<file path="src/rtl/gb_pkg.sv">
// gb_pkg: constants and types shared by the OAM DMA controller files.
//   fsm_state_t : DMA sequencer states. A transfer runs START once, then loops
//                 RD/LAT/WR/GAP once per byte.
//   BYTES, SLOT : bytes per transfer and clocks per byte slot.
//   ADDR_DMA, OAM_BASE, HIGH_BASE : fixed addresses the controller decodes.
//   echo_map()  : folds echo-RAM source pages (0xE0-0xFF) onto 0xC0-0xDF.
package gb_pkg;

  typedef enum logic [2:0] {
    FSM_IDLE  = 3'd0,
    FSM_START = 3'd1,
    FSM_RD    = 3'd2,
    FSM_LAT   = 3'd3,
    FSM_WR    = 3'd4,
    FSM_GAP   = 3'd5
  } fsm_state_t;

  localparam int BYTES = 160;
  localparam int SLOT  = 4;

  localparam logic [7:0]  LAST_IDX  = 8'(BYTES - 1);
  localparam logic [15:0] ADDR_DMA  = 16'hFF46;
  localparam logic [15:0] OAM_BASE  = 16'hFE00;
  localparam logic [15:0] HIGH_BASE = 16'hFF00;

  // Source pages in echo RAM mirror work RAM 0x2000 lower.
  function automatic logic [7:0] echo_map(input logic [7:0] hi);
    return (hi >= 8'hE0) ? (hi - 8'h20) : hi;
  endfunction

endpackage

</file>
<file path="src/rtl/dma_bus_arbiter.sv">
// dma_bus_arbiter: combinational CPU/DMA multiplexer for the system bus.
//   state          : current DMA sequencer state
//   A_cpu, Di_cpu, wr_cpu, rd_cpu : CPU request
//   dma_addr       : DMA source address for the current byte
//   dma_reg        : local 0xFF46 register value (read back to the CPU)
//   Di_bus         : MMU read data
//   Do_cpu, stall_cpu : response to the CPU
//   A_bus, Do_bus, wr_bus, rd_bus : request presented to the MMU
// While a transfer runs, only the 0xFF page stays reachable; the DMA read
// slot always wins and stalls a competing high-page CPU access.
module dma_bus_arbiter
  import gb_pkg::*;
(
  input  fsm_state_t  state,
  input  logic [15:0] A_cpu,
  input  logic [7:0]  Di_cpu,
  input  logic        wr_cpu,
  input  logic        rd_cpu,
  input  logic [15:0] dma_addr,
  input  logic [7:0]  dma_reg,
  input  logic [7:0]  Di_bus,
  output logic [7:0]  Do_cpu,
  output logic        stall_cpu,
  output logic [15:0] A_bus,
  output logic [7:0]  Do_bus,
  output logic        wr_bus,
  output logic        rd_bus
);

  logic is_dma_reg;
  logic is_high;
  logic dma_idle;
  logic dma_rd;

  assign is_dma_reg = (A_cpu == ADDR_DMA);
  assign is_high    = (A_cpu[15:8] == HIGH_BASE[15:8]);
  assign dma_idle   = (state == FSM_IDLE);
  assign dma_rd     = (state == FSM_RD);

  always_comb begin
    A_bus     = A_cpu;
    Do_bus    = Di_cpu;
    wr_bus    = 1'b0;
    rd_bus    = 1'b0;
    stall_cpu = 1'b0;
    Do_cpu    = 8'hFF;   // open-bus value for blocked reads

    if (is_dma_reg) begin
      // The DMA register is served locally and never reaches the MMU.
      Do_cpu = dma_reg;
    end else if (dma_idle) begin
      wr_bus = wr_cpu;
      rd_bus = rd_cpu;
      Do_cpu = Di_bus;
    end else if (is_high) begin
      if (dma_rd) begin
        stall_cpu = wr_cpu | rd_cpu;
      end else begin
        wr_bus = wr_cpu;
        rd_bus = rd_cpu;
        Do_cpu = Di_bus;
      end
    end

    // The DMA read owns the bus for its whole clock.
    if (dma_rd) begin
      A_bus  = dma_addr;
      rd_bus = 1'b1;
      wr_bus = 1'b0;
    end
  end

endmodule

</file>
<file path="src/rtl/oam_dma_controller.sv">
// oam_dma_controller: OAM DMA sequencer triggered by a CPU write to 0xFF46.
// Copies 160 bytes from {src,00}..{src,9F} into OAM FE00..FE9F, one byte per
// 4-clock slot, while arbitrating the shared bus with the CPU.
//   clock, reset_n : clock and asynchronous active-low reset
//   A_cpu, Di_cpu, wr_cpu, rd_cpu, Do_cpu, stall_cpu : CPU side
//   A_bus, Do_bus, wr_bus, rd_bus, Di_bus : MMU side (read data one clock late)
//   A_oam, Do_oam, wr_oam : OAM write port, zero outside the write clock
//   dma_active : transfer in progress
module oam_dma_controller
  import gb_pkg::*;
(
  input  logic        clock,
  input  logic        reset_n,
  input  logic [15:0] A_cpu,
  input  logic [7:0]  Di_cpu,
  input  logic        wr_cpu,
  input  logic        rd_cpu,
  output logic [7:0]  Do_cpu,
  output logic        stall_cpu,
  output logic [15:0] A_bus,
  output logic [7:0]  Do_bus,
  input  logic [7:0]  Di_bus,
  output logic        wr_bus,
  output logic        rd_bus,
  output logic [15:0] A_oam,
  output logic [7:0]  Do_oam,
  output logic        wr_oam,
  output logic        dma_active
);

  fsm_state_t state_reg;
  fsm_state_t state_next;
  logic [7:0] idx_reg;
  logic [7:0] src_reg;
  logic [7:0] data_q;
  logic [7:0] dma_reg;
  logic       wr_q;
  logic       trigger;

  // Only the first clock of a (possibly long) CPU write strobe starts a DMA.
  assign trigger = wr_cpu & (A_cpu == ADDR_DMA) & ~wr_q;

  // State register, byte counter, source page and data latch.
  always_ff @(posedge clock or negedge reset_n) begin
    if (!reset_n) begin
      state_reg <= FSM_IDLE;
      idx_reg   <= 8'h00;
      src_reg   <= 8'h00;
      data_q    <= 8'h00;
      dma_reg   <= 8'h00;
      wr_q      <= 1'b0;
    end else begin
      state_reg <= state_next;
      wr_q      <= wr_cpu;
      if (trigger) begin
        dma_reg <= Di_cpu;
        src_reg <= echo_map(Di_cpu);
        idx_reg <= 8'h00;
      end else if (state_reg == FSM_GAP && idx_reg != LAST_IDX) begin
        idx_reg <= idx_reg + 8'd1;
      end
      if (state_reg == FSM_LAT) begin
        data_q <= Di_bus;
      end
    end
  end

  // Next state: a trigger restarts from any state, including the last GAP.
  always_comb begin
    state_next = state_reg;
    if (trigger) begin
      state_next = FSM_START;
    end else begin
      unique case (state_reg)
        FSM_IDLE:  state_next = FSM_IDLE;
        FSM_START: state_next = FSM_RD;
        FSM_RD:    state_next = FSM_LAT;
        FSM_LAT:   state_next = FSM_WR;
        FSM_WR:    state_next = FSM_GAP;
        FSM_GAP:   state_next = (idx_reg == LAST_IDX) ? FSM_IDLE : FSM_RD;
        default:   state_next = FSM_IDLE;
      endcase
    end
  end

  // OAM-side outputs.
  always_comb begin
    dma_active = (state_reg != FSM_IDLE);
    wr_oam     = 1'b0;
    A_oam      = 16'h0000;
    Do_oam     = 8'h00;
    if (state_reg == FSM_WR) begin
      wr_oam = 1'b1;
      A_oam  = OAM_BASE | {8'h00, idx_reg};
      Do_oam = data_q;
    end
  end

  dma_bus_arbiter u_arbiter (
    .state     (state_reg),
    .A_cpu     (A_cpu),
    .Di_cpu    (Di_cpu),
    .wr_cpu    (wr_cpu),
    .rd_cpu    (rd_cpu),
    .dma_addr  ({src_reg, idx_reg}),
    .dma_reg   (dma_reg),
    .Di_bus    (Di_bus),
    .Do_cpu    (Do_cpu),
    .stall_cpu (stall_cpu),
    .A_bus     (A_bus),
    .Do_bus    (Do_bus),
    .wr_bus    (wr_bus),
    .rd_bus    (rd_bus)
  );

endmodule

</file>
<file path="config.mk">
export PLATFORM = sky130hd
export DESIGN_NAME = oam_dma_controller
export DESIGN_NICKNAME = d
export VERILOG_FILES = /design/src/rtl/gb_pkg.sv /design/src/rtl/dma_bus_arbiter.sv /design/src/rtl/oam_dma_controller.sv
export SDC_FILE = /design/constraint.sdc
export NUM_CORES = 1
export LEC_CHECK = 0
export CORE_AREA = 8 8 79 81
export DETAILED_ROUTE_END_ITERATION = 10
export DIE_AREA = 0 0 87 89
export PLACE_DENSITY = 0.81
export RECOVER_POWER = 100
export SYNTH_ARGS = -nofsm -noshare
export SYNTH_HDL_FRONTEND = slang
export SYNTH_SLANG_ARGS = --single-unit
</file>
<file path="constraint.sdc">
create_clock -name clock -period 2.15 [get_ports clock]
set_clock_uncertainty 0.05 [all_clocks]
set_input_delay 0.43 -clock clock [delete_from_list [all_inputs] [get_ports clock]]
set_output_delay 0.43 -clock clock [all_outputs]
set_load 0.005 [all_outputs]
</file>
==> results.ini <==
[grt]
grt_first_pass_wirelength_um = 11220
grt.total_usage_pct = 18.77
grt_overflow = 0
vias_in_the_first_global_route = 2204
grt_antenna_before_repair = 0
grt_start_max_net_pins = 32

[route]
1st_pass_router_iterations = 4
drt_iter0_markers = 104
finalWirelength_um = 8220
drc = 0
routedWlPerCell_um = 20.76
drt-vias-per-instance = 5.253
total_number_of_vias = 2080
route.antenna.remaining_nets = 0

[finish]
syn_to_final_growth_pct = 89.86
finish.utilization_pct = 74.36
antenna_cells = 0
layout.filler_cells = 322
finish.net_count = 363
post_route_cells_drive_above_1_share_pct = 52.76

[min_path]
min_delay_path_depth = 1
min-delay-path-class = reg -> reg

[power]
power.leakage_nw = 1.771
pwr_density_cell_mw_per_mm2 = 1099
power.ir.vdd_worst_uv = 576.0

[sta]
clock.fmax_ghz = 0.4155
holdWs_ns = 0.4472
finalWorstSetupSlack_ns = -0.2567
final-hold-violation-count = 0
setup_repair_after_global_routing_missed_its_margin = true
fin_crit_sh_pct = 111.9
timing_max_transition_violations_final = 0
number_of_endpoints_failing_setup_at_the_final_stage = 48
tightestPinTransition_ns = 0.7745
relSlewSlack_pct = 48.36
setup_tns_final_ns = -5.192
fin_crit_ns = 2.407

[critical_path]
crit_path_end_kind = primary output
critical_path_required_ns = 1.67
worst_ep_arrival_time_ns = 1.93
setup.worst_path.class = reg -> out
cpMaxStageDelayCell = dfrtp_2
timing.critical_path.buf_inv = 2
worstPathMaxFanout = 5
timing.critical_path.cells = buf_6 > or3_4 > o21ai_4 > nand3b_4 > o22a_1 > buf_2
crit_path_max_incr_delay_ns = 0.45
worst_reg2reg_path_depth = 6
worst_setup_path_start_kind = flip-flop
crit_path_depth = 6
critical_path.top_delay_family = simple AND/OR/NAND/NOR gates
setup_slack_of_the_most_critical_reg_to_reg_path_ns = 0.28

[placement]
post-dp-hpwl_um = 4635
place_ws_ns = -0.6690
port_buffers = 95
place.gp.congestion = 0.8190

[floorplanning]
die_w_um = 87
core_area_sq_mm = 0.004977
rows = 26
start_util_pct = 39.17
dieHeight_um = 89
floorplan.io_pins = 97
die_area_sq_mm = 0.007743

[synth]
synth_ff_type = dfrtp_1
synth_area_leader_cell = dfrtp_1
cell_types_with_the_largest_area_share_after_synthesis = dfrtp_1, mux2_2, buf_4
post_synth_top_cells = mux2_2, dfrtp_1, buf_4
yosysUniqueCellTypes = 40
yosys.cell_count.top_type = mux2_2
synth_edf_count = 0
synth_seq_cells = 31
synth_warnings = 0
syn-mean-instance-area_sq_um = 10.83
synth_cells = 180
yosys.area.top_type_share_pct = 39.79
synth_nets = 218
postSynth.asyncResetShare_pct = 100.0
synth.yosys.seq_area_share_pct = 39.79
mappedNetlistArea_sq_mm = 0.001949

[outcome]
violations = negative setup slack
outcome = finished, violations left

[clock_network]
cts_buffer_depth = 2
clkSlewWorstSetupHoldPaths_ns = 0.06
clock_sink_count = 31
clock_latency_ns = 0.29
hold_buffers = 0
cts_bufs_inserted = 5
ctsHtreeMaxLevel = 2
clock_tree_from_tritoncts = yes
cts-root-buf = clkbuf_8

[flow_run]
cap_viol_max_count = 0

## routing by layer
| metal | routed length [um] | track usage [%] | up-vias |
|---|---|---|---|
| li1 | - | - | 925 |
| met1 | 3159 | 19.96 | 1022 |
| met2 | 4199 | 33.80 | 102 |
| met3 | 537 | 5.423 | 31 |
| met4 | 323 | 8.451 | 0 |
| met5 | 0 | 0 | - |
## worst paths after layout
path	from	endpoint
min in group asynchronous	reset_n	idx_reg[2]
max	state_reg[0]	Do_cpu[1]
min	data_q[7]	data_q[7]
max reg2reg	state_reg[0]	idx_reg[5]
min reg2reg	data_q[7]	data_q[7]
max in group asynchronous	reset_n	state_reg[0]
## stage by stage
step | total power, mW | instances | instance area (sq um)
6_report | 4.069 | 396 | 3701
5_1_grt | 4.273 | 396 | 3701
4_1_cts | 3.523 | 386 | 3457
3_5_place_dp | 2.599 | 343 | 3012
3_3_place_gp | 2.558 | 343 | 3012
2_1_floorplan | 1.712 | 180 | 1949
## worst reg2reg max path, cell delays in order (launching register included)
cell,delay [ns]
dfrtp_2,0.42
buf_6,0.14
buf_4,0.11
nand3b_1,0.16
or2_1,0.32
or4_1,0.42
a21oi_1,0.16
## power breakdown
group / switching (mW) / internal, mW
sequential: 0.171 / 0.756
clock: 0.222 / 0.292
combinational: 1.02 / 1.61
## cell usage in the layout, fill, tap and decap left out, types with 2 or more instances in the layout
| master | count |
|---|---|
| ha_1 | 2 |
| inv_1 | 5 |
| or3_1 | 2 |
| nor3_1 | 3 |
| clkdlybuf4s50_1 | 25 |
| mux2i_1 | 2 |
| a21oi_1 | 4 |
| mux2_4 | 25 |
| nor3b_4 | 2 |
| a211oi_1 | 2 |
| nand3b_1 | 2 |
| o22a_1 | 8 |
| nand3b_4 | 2 |
| and2_1 | 12 |
| dlygate4sd2_1 | 17 |
| dfrtp_2 | 2 |
| nor2_4 | 2 |
| nand2_1 | 4 |
| buf_6 | 53 |
| clkbuf_8 | 7 |
| buf_2 | 17 |
| buf_4 | 28 |
| mux2_2 | 10 |
| dfrtp_1 | 29 |
| xnor2_1 | 3 |
| nand4_1 | 2 |
| and2_4 | 3 |
| nor2_1 | 8 |
| clkbuf_2 | 7 |
| buf_8 | 2 |
| a31oi_1 | 2 |
| dlygate4sd3_1 | 2 |
| o21ai_0 | 2 |
| nand3_1 | 2 |
| clkdlybuf4s15_1 | 6 |
## kinds of logic (layout without fill, tap and decap cells)
kind of cell | Yosys count | count (layout) | synth area share (%)
xor+xnor | 4 | 4 | 1.798
flops | 31 | 31 | 39.79
mux | 37 | 37 | 21.63
buf+inv | 29 | 174 | 9.178
fa+ha+maj | 2 | 2 | 1.283
other cells | 1 | 1 | 0.1924
simple gates | 53 | 54 | 16.94
compound gates | 23 | 23 | 9.178
## final cells by class
| cell class | instances | area [sq um] | area share (%) |
|---|---|---|---|
| clock buffer | 8 | 100.1 | 2.705 |
| inverter | 6 | 25.02 | 0.6761 |
| multi-input combinational | 121 | 1201 | 32.45 |
| sequential | 31 | 778.2 | 21.03 |
| tap | 70 | 87.58 | 2.366 |
| timing repair buffer | 160 | 1509 | 40.77 |
## repair_timing
item | CTS | global route
pin swaps | 15 | 15
cloned | 3 | 1
setup buffers | 32 | 15
gates resized for setup | 211 | 102
endpoints found under the setup margin | 63 | 65
(Power assumes the default switching activity.)
